File: src/rtl/jtag_tap_oversampled.sv
// rtl/jtag_tap_oversampled.sv - IEEE 1149.1 TAP with TCK oversampled on the system clock
//
// Purpose: target-side JTAG TAP. tck/tms/tdi are synchronised into clk and TCK edges are
// detected there; the full 16-state TAP FSM, IR and the IDCODE/BYPASS/USER data registers
// all run on clk. The USER register has a parallel capture/update port toward a debug unit.
//
// Ports:
//   clk, rst        system clock, asynchronous active-high reset
//   tck_i/tms_i/tdi_i  JTAG pins from the master (asynchronous to clk)
//   tdo_o, tdo_oe_o    JTAG TDO and its enable (enabled only in Shift-IR / Shift-DR)
//   tap_state_o        current TAP state
//   ir_o               current (updated) instruction
//   dr_capture_i       parallel value captured into the USER DR in Capture-DR
//   dr_update_o        one-clk pulse in Update-DR for the USER instruction
//   dr_data_o          USER DR contents latched at Update-DR
module jtag_tap_oversampled #(
  parameter int                  IR_WIDTH      = 4,
  parameter int                  DR_WIDTH      = 32,
  parameter logic [31:0]         IDCODE_VALUE  = 32'h14951185,
  parameter logic [IR_WIDTH-1:0] IDCODE_OPCODE = 4'b0010,
  parameter logic [IR_WIDTH-1:0] USER_OPCODE   = 4'b1000
) (
  input  logic                clk,
  input  logic                rst,
  input  logic                tck_i,
  input  logic                tms_i,
  input  logic                tdi_i,
  output logic                tdo_o,
  output logic                tdo_oe_o,
  output logic [3:0]          tap_state_o,
  output logic [IR_WIDTH-1:0] ir_o,
  input  logic [DR_WIDTH-1:0] dr_capture_i,
  output logic                dr_update_o,
  output logic [DR_WIDTH-1:0] dr_data_o
);

  typedef enum logic [3:0] {
    TLR   = 4'd0,  RTI   = 4'd1,  SELDR = 4'd2,  CAPDR = 4'd3,
    SHDR  = 4'd4,  EX1DR = 4'd5,  PDR   = 4'd6,  EX2DR = 4'd7,
    UPDR  = 4'd8,  SELIR = 4'd9,  CAPIR = 4'd10, SHIR  = 4'd11,
    EX1IR = 4'd12, PIR   = 4'd13, EX2IR = 4'd14, UPIR  = 4'd15
  } tap_state_t;

  tap_state_t state, next_state;

  logic [1:0] tck_s, tms_s, tdi_s;
  logic       tck_prev;
  logic       tck_rise, tck_fall;

  logic [IR_WIDTH-1:0] ir_sr;
  logic [31:0]         idcode_sr;
  logic                bypass_sr;
  logic [DR_WIDTH-1:0] user_sr;
  logic [DR_WIDTH:0]   user_shifted;
  logic                sel_user, sel_idcode;
  logic                shifting;
  logic                shift_bit;

  // All three pins share the same synchroniser depth so tms/tdi line up with the tck edge.
  always_ff @(posedge clk or posedge rst) begin
    if (rst) begin
      tck_s    <= '0;
      tms_s    <= '0;
      tdi_s    <= '0;
      tck_prev <= 1'b0;
    end else begin
      tck_s    <= {tck_s[0], tck_i};
      tms_s    <= {tms_s[0], tms_i};
      tdi_s    <= {tdi_s[0], tdi_i};
      tck_prev <= tck_s[1];
    end
  end

  assign tck_rise = tck_s[1] & ~tck_prev;
  assign tck_fall = ~tck_s[1] & tck_prev;

  always_ff @(posedge clk or posedge rst) begin
    if (rst) begin
      state <= TLR;
    end else if (tck_rise) begin
      state <= next_state;
    end
  end

  always_comb begin
    next_state = state;
    case (state)
      TLR:     next_state = tms_s[1] ? TLR   : RTI;
      RTI:     next_state = tms_s[1] ? SELDR : RTI;
      SELDR:   next_state = tms_s[1] ? SELIR : CAPDR;
      CAPDR:   next_state = tms_s[1] ? EX1DR : SHDR;
      SHDR:    next_state = tms_s[1] ? EX1DR : SHDR;
      EX1DR:   next_state = tms_s[1] ? UPDR  : PDR;
      PDR:     next_state = tms_s[1] ? EX2DR : PDR;
      EX2DR:   next_state = tms_s[1] ? UPDR  : SHDR;
      UPDR:    next_state = tms_s[1] ? SELDR : RTI;
      SELIR:   next_state = tms_s[1] ? TLR   : CAPIR;
      CAPIR:   next_state = tms_s[1] ? EX1IR : SHIR;
      SHIR:    next_state = tms_s[1] ? EX1IR : SHIR;
      EX1IR:   next_state = tms_s[1] ? UPIR  : PIR;
      PIR:     next_state = tms_s[1] ? EX2IR : PIR;
      EX2IR:   next_state = tms_s[1] ? UPIR  : SHIR;
      default: next_state = tms_s[1] ? SELDR : RTI;
    endcase
  end

  assign sel_user     = (ir_o == USER_OPCODE);
  assign sel_idcode   = (ir_o == IDCODE_OPCODE);
  assign user_shifted = {tdi_s[1], user_sr};
  assign shifting     = (state == SHIR) || (state == SHDR);

  // Any opcode that is neither IDCODE nor USER falls through to BYPASS.
  always_comb begin
    shift_bit = 1'b0;
    if (state == SHIR) begin
      shift_bit = ir_sr[0];
    end else if (state == SHDR) begin
      if (sel_user)        shift_bit = user_sr[0];
      else if (sel_idcode) shift_bit = idcode_sr[0];
      else                 shift_bit = bypass_sr;
    end
  end

  // Rising-edge actions act on the state being left; Exit/Pause states leave data untouched.
  always_ff @(posedge clk or posedge rst) begin
    if (rst) begin
      ir_sr     <= '0;
      idcode_sr <= '0;
      bypass_sr <= 1'b0;
      user_sr   <= '0;
    end else if (tck_rise) begin
      case (state)
        CAPIR: ir_sr <= IR_WIDTH'(1);
        SHIR:  ir_sr <= {tdi_s[1], ir_sr[IR_WIDTH-1:1]};
        CAPDR: begin
          if (sel_user)        user_sr   <= dr_capture_i;
          else if (sel_idcode) idcode_sr <= IDCODE_VALUE;
          else                 bypass_sr <= 1'b0;
        end
        SHDR: begin
          if (sel_user)        user_sr   <= user_shifted[DR_WIDTH:1];
          else if (sel_idcode) idcode_sr <= {tdi_s[1], idcode_sr[31:1]};
          else                 bypass_sr <= tdi_s[1];
        end
        default: ;
      endcase
    end
  end

  // Falling-edge actions: TDO changes half a TCK period before the master samples it.
  always_ff @(posedge clk or posedge rst) begin
    if (rst) begin
      tdo_o       <= 1'b0;
      tdo_oe_o    <= 1'b0;
      ir_o        <= IDCODE_OPCODE;
      dr_update_o <= 1'b0;
      dr_data_o   <= '0;
    end else begin
      dr_update_o <= 1'b0;
      if (state == TLR) begin
        ir_o <= IDCODE_OPCODE;
      end
      if (tck_fall) begin
        tdo_o    <= shifting ? shift_bit : 1'b0;
        tdo_oe_o <= shifting;
        if (state == UPIR) begin
          ir_o <= ir_sr;
        end
        if ((state == UPDR) && sel_user) begin
          dr_data_o   <= user_sr;
          dr_update_o <= 1'b1;
        end
      end
    end
  end

  assign tap_state_o = state;

endmodule
File: config.mk
export PLATFORM = sky130hd
export DESIGN_NAME = jtag_tap_oversampled
export DESIGN_NICKNAME = d
export VERILOG_FILES = /design/src/rtl/jtag_tap_oversampled.sv
export SDC_FILE = /design/constraint.sdc
export NUM_CORES = 1
export LEC_CHECK = 0
export CORE_UTILIZATION = 54
export DETAILED_ROUTE_END_ITERATION = 6
export PLACE_DENSITY_LB_ADDON = 0.15
export SLEW_MARGIN = 20
export SYNTH_ARGS = -nofsm -noshare
export SYNTH_HDL_FRONTEND = slang
export SYNTH_SLANG_ARGS = --single-unit
export TNS_END_PERCENT = 100
File: constraint.sdc
create_clock -name clk -period 5.2 [get_ports clk]
set_clock_uncertainty 0.2 [all_clocks]
set_input_delay 1.04 -clock clk [delete_from_list [all_inputs] [get_ports clk]]
set_output_delay 1.04 -clock clk [all_outputs]
set_load 0.05 [all_outputs]
# Yosys cells after proc, flatten, opt, wreduce, memory -nomap -nowiden

Index checks and enable logic that the tools add are counted.

Logic and storage cells: 91
Bits in registers: 119

Reduce and logical (&&, ||, !) cells: 12
Bitwise operators: 4
Mux-type cells: 37
Eq/ne operators: 24

Operators with widths:

| kind                                          | number |
|---|---|
| 2-to-1 mux 32 bit                             | 6 |
| one-hot mux 32 bit (2 select lines)           | 2 |
| one-hot mux 4 bit (11 select lines)           | 1 |
| == test 4 bit, second input constant          | 9 |
| 2-to-1 mux 4 bit                              | 7 |
| == test 4 x 3 -> 1 bit, second input constant | 4 |
| inequality test 2 bit, second input constant  | 8 |
| 2-to-1 mux 1 bit                              | 14 |
| == test 4 x 2 -> 1 bit, second input constant | 3 |
| AND reduction 6 bit                           | 2 |
| one-hot mux 4 bit (2 select lines)            | 1 |
| 2-to-1 mux 2 bit                              | 3 |
| 2-to-1 mux 3 bit                              | 2 |
| zero test 4 bit                               | 1 |
| AND reduction 2 bit                           | 2 |
| AND reduction 4 bit                           | 1 |
| nonzero test 2 bit                            | 2 |
| OR reduction 2 bit                            | 2 |
| bitwise AND 1 bit                             | 2 |
| NOT 1 bit                                     | 2 |
| one-hot mux 1 bit (2 select lines)            | 1 |
| logical AND 1 bit                             | 1 |
| logical OR 1 bit                              | 1 |

# Longest topological paths before layout

Gate-level depths: netlist of run 1.

Depth after elaboration: 6
Depth in mapped cells: 6
Gate-level depth less buffers: 4

# Worst setup path before layout of run 1

Ideal clock, no wire load.

Path kind: register to register
Start point: register ir_o[3]
End point: register dr_data_o[0]
Arrival: 1.766 ns
Clock period less this slack: 2.091 ns
Library setup time: 0.125 ns
Slack: 3.109 ns
Data required time: 4.875 ns
Stages on the path, launching flop included: 5
Buffers on the path: 1
Cells stage by stage: dfrtp_1 > nor4b_4 > nand4_4 > buf_6 > mux2_4

Cells in the longest elaborated chain, start to end: 3

Ends and longest elaborated chain:

| what                          | RTL line | RTL |
|---|---|---|
| start, declared               | 31       | `output logic [IR_WIDTH-1:0] ir_o,` |
| start signal, assigned        | 167      | `ir_o <= ir_sr;` |
| == test 4 bit                 | 107      | `assign sel_user = (ir_o == USER_OPCODE);` |
| logical AND 1 bit             | 169      | `if ((state == UPDR) && sel_user) begin` |
| AND reduction 2 bit (no line) | n/a      |  |
| end signal, assigned          | 170      | `dr_data_o <= user_sr;` |
| end, declared                 | 34       | `output logic [DR_WIDTH-1:0] dr_data_o` |

No other way between the ends.
A chain may end at the register's enable or synchronous reset.

# Worst setup path in the final report of run 1

Start point: register state[0] (netlist: tap_state_o[0])
End point: output tap_state_o[0]

RTL lines:

| what                   | RTL line | RTL |
|---|---|---|
| start, declared        | 44       | `tap_state_t state, next_state;` |
| start signal, assigned | 81       | `state <= next_state;` |
| end, declared          | 30       | `output logic [3:0] tap_state_o,` |

No word-level cell between the ends.

==> flow_metrics.py, run 1 <==
metrics = {
    "run_status": {
        "outcome": "finished clean",
    },
    "global_route": {
        "grtUsageMet3_pct": 5.48,
        "grt_util_met2_pct": 35.5,
        "busiest_layer": "met2",
        "grt_pass1_wl_um": 17200,
        "grt_pass1_vias": 3582,
        "track_usage_pct": 22.1,
        "grtUsageMet1_pct": 29.7,
        "globalRoute.totalOverflow": 0,
        "grt_max_degree": 86,
        "antenna_found_initial": 0,
    },
    "clock_tree": {
        "cts_buffer_depth": 2,
        "clock-sinks": 119,
        "clk_pin_slew_worst_paths_ns": 0.06,
        "ctsResizeCount": 0,
        "cts_setup_buffers": 0,
        "h-tree-depth": 4,
        "worstSkewPairLatency_ns": 0.51,
        "cts_buffers": 17,
        "postCtsHoldBufs": 0,
        "root_buffer": "clkbuf_8",
        "cts_tree": "done",
    },
    "setup_path": {
        "crit_family": "buffers and inverters",
        "path_cells": "clkdlybuf4s50_1",
        "timing_worst_setup_path_type": "flop to output pin",
        "crit_fanout": 25,
        "crit_slowest_cell": "clkdlybuf4s50_1",
        "worstPathRequired_ns": 3.96,
        "critPathArrivalTime_ns": 2.26,
        "critPathBufInv": 1,
        "endpoint_kind": "output pin",
        "worstSetupStartpointType": "flop",
        "slowest_delay_ns": 0.93,
    },
    "route": {
        "viasPerCell": 5.25,
        "vias": 3575,
        "drc": 0,
        "routed_wl_um": 10200,
        "dr.pass1.iters": 5,
        "drtIter0Drc": 152,
        "wire_per_inst_um": 14.9,
        "antenna_left": 0,
    },
    "finish": {
        "fin_cells": 681,
        "multiInputGateArea_um2": 2080,
        "drive_gt1_share_pct": 14.5,
        "final_core_util_pct": 71.3,
        "fillers": 686,
        "nNetsFinal": 576,
        "area_delta_synth_final_pct": 26.7,
        "fin_area_um2": 6650,
        "seqCellArea_um2": 2980,
        "diodes": 0,
    },
    "timing": {
        "maxSlewViolCount": 0,
        "slew_headroom_pct": 40.9,
        "hold-worst-slack_ns": 0.145,
        "fin_crit_ns": 3.50,
        "rsz0062_at_grt": "false",
        "maxClockFrequency_mhz": 286,
        "tns_ns": 0,
        "worstMarginPinSlew_ns": 0.884,
        "hold_viol": 0,
        "finalSetupViolCount": 0,
        "worst_slack_ns": 1.70,
        "period_share_pct": 67.3,
    },
    "placement": {
        "place_area_um2": 6070,
        "place_inst": 649,
        "pre_cts_slack_ns": 2.26,
        "hpwlAfterDp_um": 6360,
        "numPortBuffers": 79,
        "gp_congestion": 0.768,
    },
    "min_path": {
        "worstHoldPathType": "flop to flop",
    },
    "synthesis": {
        "syn_inst": 467,
        "synth.area.mux_share_pct": 15.4,
        "synth_area_leaders": "dfrtp_1 (56%), mux2_4 (8.6%), nand2_1 (6.7%), o21ai_0 (6.6%), mux2i_1 (5.9%)",
        "synth_xor_area_share_pct": 0.334,
        "synthTopCellsByCount": "dfrtp_1 (118), nand2_1 (93), o21ai_0 (69)",
        "syn_nets": 504,
        "synth_compound_area_share_pct": 10.8,
        "ys_ff_latch": 119,
        "synth_top_area_cell": "dfrtp_1",
        "synth_top_family_by_area": "multiplexers",
        "avgSynthCellArea_um2": 11.2,
        "synthAdderAreaFrac_pct": 0,
        "synth_top_area_share_pct": 56.3,
        "post-synth-top-count-cell": "dfrtp_1",
        "synthesis.area_um2": 5240,
        "synth-edff-count": 0,
        "synthFlopType": "dfrtp_1",
        "netlist-cell-type-count": 46,
        "async_reset_ff_share_pct": 100,
        "yosysWarnings": 0,
        "yosys.area_share.simple_pct": 12.8,
        "seq_area_frac_synth_pct": 56.8,
    },
    "floorplanning": {
        "top_level_ports": 80,
        "rows": 35,
        "fp.coreArea_um2": 9330,
        "die_h_um": 101,
        "die_w_um": 101,
        "initial_utilization_pct": 56.2,
        "die_area_um2": 10100,
    },
    "power": {
        "p_total_mw": 2.78,
        "power.density_nw_per_um2": 419,
        "p_leak_nw": 3.05,
        "vdd_drop_max_v": 0.000388,
    },
    "job": {
        "drv_cap": 0,
    },
}
## metal layers
| metal | up-vias | wire, um | part of all wire (%) |
|---|---|---|---|
| li1 | 1750 | - | - |
| met1 | 1740 | 4640 | 46 |
| met2 | 75 | 5030 | 49 |
| met3 | 10 | 405 | 4.0 |
| met4 | 0 | 94 | 0.92 |
| met5 | - | 0 | 0 |
## path summary, 6_finish.rpt
path | cells past startpoint | start | endpoint | slack [ns]
worst min register to register | 0 | tdi_s[0] | tdi_s[1] | 0.15
worst max register to register | 3 | tap_state_o[0] | dr_data_o[11] | 2.54
worst min-delay path | 0 | tdi_s[0] | tdi_s[1] | 0.15
worst max-delay path | 1 | tap_state_o[0] | tap_state_o[0] | 1.70
min in group asynchronous | 2 | rst | user_sr[23] | 0.85
max in group asynchronous | 3 | rst | idcode_sr[10] | 3.21
## cells by family after synthesis
kind of cell / Yosys count
buffers and inverters: 37
muxes: 65
DFF: 119
and+or+nand+nor: 144
xor gates and xnor gates: 2
AOI/OAI and AO/OA: 100
## layout by cell type (no fill, tap or decap), types with 9 or more instances in the layout
| cell type | n |
|---|---|
| dfrtp_1 | 118 |
| nand2_1 | 93 |
| clkdlybuf4s50_1 | 79 |
| o21ai_0 | 69 |
| mux2i_1 | 31 |
| mux2_4 | 30 |
| nor2_1 | 19 |
| clkbuf_16 | 16 |
| a21oi_1 | 9 |
## cell type report
class	count	share of cell area, %
Timing Repair Buffer	84	12.5
Inverter	6	0.414
Clock buffer	19	6.65
Multi-Input combinational cell	311	31.3
Tap cell	129	2.43
Sequential cell	119	44.8
Clock inverter	13	1.94
## where the power goes
group          total (mW)  internal, mW  switching [mW]
sequential           1.13          1.02           0.112
clock                1.11         0.702           0.406
combinational       0.543         0.220           0.323
## flip-flops by register name, indices dropped and copies added (netlist names), 2 cells and up
name         flops
tdi_s            2
idcode_sr       32
tap_state_o      4
user_sr         32
ir_o             4
tck_s            2
ir_sr            4
dr_data_o       32
tms_s            2
Note: power is estimated with default switching activity, not from simulation.
==> run 2: changes to the inputs <==
Clock period 5.2 ns to 3.35 ns, I/O delays scaled along.
==> run 2 against run 1 <==
Effect of this change:
- largest cell class unchanged
- first-iteration DRC count is 20% higher
- die area stayed put
- sequential power is 54% higher
- global-route usage is 1.0 points higher
- power is 65% higher
- via count is 1.9% higher
- worst hold slack worse by 0.0011 ns
- wire length is 3.8% higher
- register-to-register slack worse by 1.8 ns
- largest power group is now clock
- cell count is 0.59% higher
- non-clock buffer count is 5 higher
- critical path type unchanged
- critical path depth stayed put
==> flow_metrics.py, run 2 (same netlist as run 1, synthesis figures left out) <==
metrics = {
    "run_status": {
        "outcome": "finished clean",
    },
    "floorplanning": {
        "die_h_um": 101,
        "top_level_ports": 80,
        "die_area_um2": 10100,
        "fp.coreArea_um2": 9330,
        "rows": 35,
        "die_w_um": 101,
        "initial_utilization_pct": 56.2,
    },
    "setup_path": {
        "slowest_delay_ns": 0.92,
        "crit_slowest_cell": "clkdlybuf4s50_1",
        "reg2reg_depth": 3,
        "path_cells": "clkdlybuf4s50_1",
        "critPathArrivalTime_ns": 2.16,
        "critPathBufInv": 1,
        "crit_path_end": "tap_state_o[3]",
        "worstPathRequired_ns": 2.48,
        "worstSetupPathDepth": 1,
        "worstSetupStartpointType": "flop",
        "endpoint_kind": "output pin",
        "ff2ff_setup_slack_ns": 0.76,
        "cp-startpoint": "tap_state_o[3]",
        "r2r_end": "dr_data_o[6]",
        "crit_fanout": 19,
        "timing_worst_setup_path_type": "flop to output pin",
        "reg2reg_from": "tap_state_o[3]",
        "crit_family": "buffers and inverters",
    },
    "clock_tree": {
        "ctsResizeCount": 0,
        "cts_tree": "done",
        "cts_buffer_depth": 2,
        "postCtsHoldBufs": 0,
        "clock-sinks": 119,
        "cts_setup_buffers": 0,
        "worstSkewPairLatency_ns": 0.50,
        "root_buffer": "clkbuf_8",
        "cts_buffers": 17,
        "clk_pin_slew_worst_paths_ns": 0.06,
        "h-tree-depth": 4,
    },
    "global_route": {
        "track_usage_pct": 23.1,
        "antenna_found_initial": 0,
        "grtUsageMet3_pct": 5.69,
        "globalRoute.totalOverflow": 0,
        "grt_pass1_vias": 3677,
        "busiest_layer": "met2",
        "grt_max_degree": 65,
        "grtUsageMet1_pct": 30.1,
        "grt_pass1_wl_um": 18000,
        "grt_util_met2_pct": 37.5,
    },
    "placement": {
        "pre_cts_slack_ns": 0.776,
        "numPortBuffers": 79,
        "hpwlAfterDp_um": 6770,
        "gp_congestion": 0.818,
    },
    "route": {
        "antenna_left": 0,
        "wire_per_inst_um": 15.4,
        "vias": 3644,
        "viasPerCell": 5.32,
        "drc": 0,
        "drtIter0Drc": 182,
        "dr.pass1.iters": 5,
        "routed_wl_um": 10600,
    },
    "power": {
        "p_leak_nw": 3.11,
        "vdd_drop_max_v": 0.000584,
        "power.density_nw_per_um2": 678,
    },
    "timing": {
        "slew_headroom_pct": 43.7,
        "hold_viol": 0,
        "fin_crit_ns": 3.03,
        "tns_ns": 0,
        "finalSetupViolCount": 0,
        "maxSlewViolCount": 0,
        "maxClockFrequency_mhz": 330,
        "worstMarginPinSlew_ns": 0.843,
        "hold-worst-slack_ns": 0.144,
        "period_share_pct": 90.4,
        "rsz0062_at_grt": "false",
        "worst_slack_ns": 0.323,
    },
    "finish": {
        "layout_common_cells": "dfrtp_1 (118), nand2_1 (93), clkdlybuf4s50_1 (79)",
        "drive_gt1_share_pct": 15.1,
        "diodes": 0,
        "nNetsFinal": 581,
        "final_core_util_pct": 72.6,
        "final_common_cell": "dfrtp_1",
        "top_regs": "dr_data_o x32, idcode_sr x32, user_sr x32",
        "area_delta_synth_final_pct": 29.2,
    },
    "job": {
        "drv_cap": 0,
    },
    "min_path": {
        "worstHoldPathType": "flop to flop",
    },
}
[run 2: changes by cell type in the layout (fill, tap and decap cells not counted), moves of 2 or more]
cell / before / now
buf_4: 5 / 8
bufinv_16: 2 / 5
clkinv_2: 6 / 3
buf_12: 0 / 2
[run 2: metal layers]
layer | up-vias | wire (um)
li1 | 1760 | -
met1 | 1792 | 4660
met2 | 81 | 5330
met3 | 11 | 450
met4 | 0 | 120
met5 | - | 0
[run 2: power breakdown]
part | internal, mW | switching [mW]
clock network | 1.32 | 0.634
registers | 1.58 | 0.162
logic | 0.370 | 0.530
[run 2: area by class of cell]
class                   count  area (um2)
fillers                   666        2550
well taps                 129         161
flip-flops and latches    119        2980
multi-input cells         311        2080
repair buffers             89         891
clock inverters            12         198
inverters                   6        26.3
clock buffers              19         442
[run 2: through the flow]
stage,total power [mW],instance area [um2],instances
after global placement,2.64,6140,654
after floorplan,2.42,5250,467
final,4.59,6780,685
after CTS,4.63,6780,685
after detailed placement,2.66,6140,654
after global routing,4.82,6780,685
[run 2: how the worst min path moves through the flow]
stage | startpoint | endpoint | slack, ns | cells after the start
after global placement | tms_s[0] | tms_s[1] | 0.13 | 0
after CTS | tck_s[0] | tck_s[1] | 0.15 | 0
after global routing | tdi_s[0] | tdi_s[1] | 0.16 | 0
final | tck_s[0] | tck_s[1] | 0.14 | 0
after detailed placement | tck_s[0] | tck_s[1] | 0.14 | 0
after floorplan | tck_s[0] | tck_s[1] | 0.13 | 0
==> run 3: changes to the inputs <==
Settings changed: MAX_ROUTING_LAYER from default to met4.
==> run 3 against run 2 <==
Effect of this change:
- utilization unchanged
- die area unchanged
- largest power group unchanged
- sequential cell count did not move
- clock-buffer cell count did not move
- power barely moved
- sequential share of layout area stayed put
- first-iteration DRC count is 7.1% higher
==> flow_metrics.py, run 3 (same netlist as run 1, synthesis figures left out) <==
metrics = {
    "route": {
        "drtIter0Drc": 195,
        "drc": 0,
        "wire_per_inst_um": 15.4,
        "dr.pass1.iters": 5,
        "antenna_left": 0,
        "vias": 3660,
        "viasPerCell": 5.34,
        "routed_wl_um": 10600,
    },
    "floorplanning": {
        "initial_utilization_pct": 56.2,
        "die_h_um": 101,
        "top_level_ports": 80,
        "rows": 35,
        "fp.coreArea_um2": 9330,
        "die_area_um2": 10100,
        "die_w_um": 101,
    },
    "global_route": {
        "antenna_found_initial": 0,
        "globalRoute.totalOverflow": 0,
        "grt_pass1_wl_um": 18000,
        "track_usage_pct": 23.9,
        "grt_max_degree": 65,
        "grt_pass1_vias": 3683,
    },
    "min_path": {
        "worstHoldPathType": "flop to flop",
        "hold_end": "tck_s[1]",
        "whs_path_depth": 0,
        "hp-start": "tck_s[0]",
    },
    "setup_path": {
        "r2r_end": "dr_data_o[6]",
        "critPathArrivalTime_ns": 2.15,
        "worstPathRequired_ns": 2.48,
        "worstSetupStartpointType": "flop",
        "reg2reg_from": "tap_state_o[3]",
        "slowest_delay_ns": 0.92,
        "endpoint_kind": "output pin",
        "crit_slowest_cell": "clkdlybuf4s50_1",
        "timing_worst_setup_path_type": "flop to output pin",
        "ff2ff_setup_slack_ns": 0.78,
        "path_cells": "clkdlybuf4s50_1",
        "crit_family": "buffers and inverters",
        "crit_fanout": 19,
        "reg2reg_depth": 3,
        "critPathBufInv": 1,
    },
    "power": {
        "vdd_drop_max_v": 0.000587,
        "power.density_nw_per_um2": 679,
        "p_leak_nw": 3.11,
    },
    "timing": {
        "fin_crit_ns": 3.02,
        "tns_ns": 0,
        "maxSlewViolCount": 0,
        "finalSetupViolCount": 0,
        "worst_slack_ns": 0.331,
        "maxClockFrequency_mhz": 331,
        "slew_headroom_pct": 43.9,
        "rsz0062_at_grt": "false",
        "hold-worst-slack_ns": 0.144,
        "hold_viol": 0,
        "period_share_pct": 90.1,
        "worstMarginPinSlew_ns": 0.840,
    },
    "finish": {
        "diodes": 0,
        "fin_area_um2": 6780,
        "drive_gt1_share_pct": 15.1,
        "area_delta_synth_final_pct": 29.2,
        "fin_cells": 685,
        "top_regs": "dr_data_o x32, idcode_sr x32, user_sr x32",
        "final_common_cell": "dfrtp_1",
        "nNetsFinal": 581,
        "fillers": 666,
        "layout_common_cells": "dfrtp_1 (118), nand2_1 (93), clkdlybuf4s50_1 (79)",
    },
    "placement": {
        "place_area_um2": 6140,
        "pre_cts_slack_ns": 0.776,
        "numPortBuffers": 79,
        "place_inst": 654,
        "gp_congestion": 0.830,
        "hpwlAfterDp_um": 6770,
    },
    "clock_tree": {
        "cts_buffers": 17,
        "worstSkewPairLatency_ns": 0.51,
        "cts_buffer_depth": 2,
        "h-tree-depth": 4,
        "clk_pin_slew_worst_paths_ns": 0.06,
        "cts_setup_buffers": 0,
        "ctsResizeCount": 0,
        "postCtsHoldBufs": 0,
        "cts_tree": "done",
        "root_buffer": "clkbuf_8",
        "clock-sinks": 119,
    },
    "run_status": {
        "outcome": "finished clean",
    },
    "job": {
        "drv_cap": 0,
    },
}
[run 3: cell counts in the layout (fill, tap and decap cells not counted)]
Identical to the previous run, type by type.
[run 3: worst max-delay path by stage]
stage	slack, ns	startpoint	depth (start not counted)	end
global route	0.23	tap_state_o[3]	1	tap_state_o[3]
finish	0.33	tap_state_o[3]	1	tap_state_o[3]
floorplan	1.03	rst	1	bypass_sr
detailed placement	0.78	ir_o[2]	3	dr_data_o[14]
CTS	0.31	tap_state_o[3]	1	tap_state_o[3]
global placement	0.82	tap_state_o[3]	3	dr_data_o[0]
[run 3: metrics by stage]
stage          utilization (%)  power (mW)
2_1_floorplan                -        2.42
3_3_place_gp              65.8        2.64
3_5_place_dp              65.8        2.66
4_1_cts                   72.6        4.63
5_1_grt                   72.6        4.82
6_report                  72.6        4.60
[run 3: layer usage]
| metal | track usage, % | vias up | part of all wire [%] |
|---|---|---|---|
| met5 | - | - | 0 |
| met4 | 9.92 | 0 | 1.5 |
| met3 | 4.79 | 15 | 3.8 |
| met2 | 37.4 | 78 | 50 |
| met1 | 30.5 | 1806 | 45 |
| li1 | - | 1761 | - |
[run 3: report_power, final]
group	total (mW)	switching, mW	internal, mW	leakage (nW)
Clock	1.95	0.635	1.32	0.310
Combinational	0.902	0.532	0.370	1.36
Sequential	1.75	0.164	1.58	1.45
Total	4.60	1.33	3.27	3.11
[run 3: final cells by class]
| class | instances | area (um2) | area share [%] |
|---|---|---|---|
| clock buffer | 19 | 442 | 6.52 |
| multi-input combinational | 311 | 2080 | 30.7 |
| inverter | 6 | 26.3 | 0.388 |
| clock inverter | 12 | 198 | 2.92 |
| tap | 129 | 161 | 2.38 |
| sequential | 119 | 2980 | 44.0 |
| timing repair buffer | 89 | 891 | 13.1 |
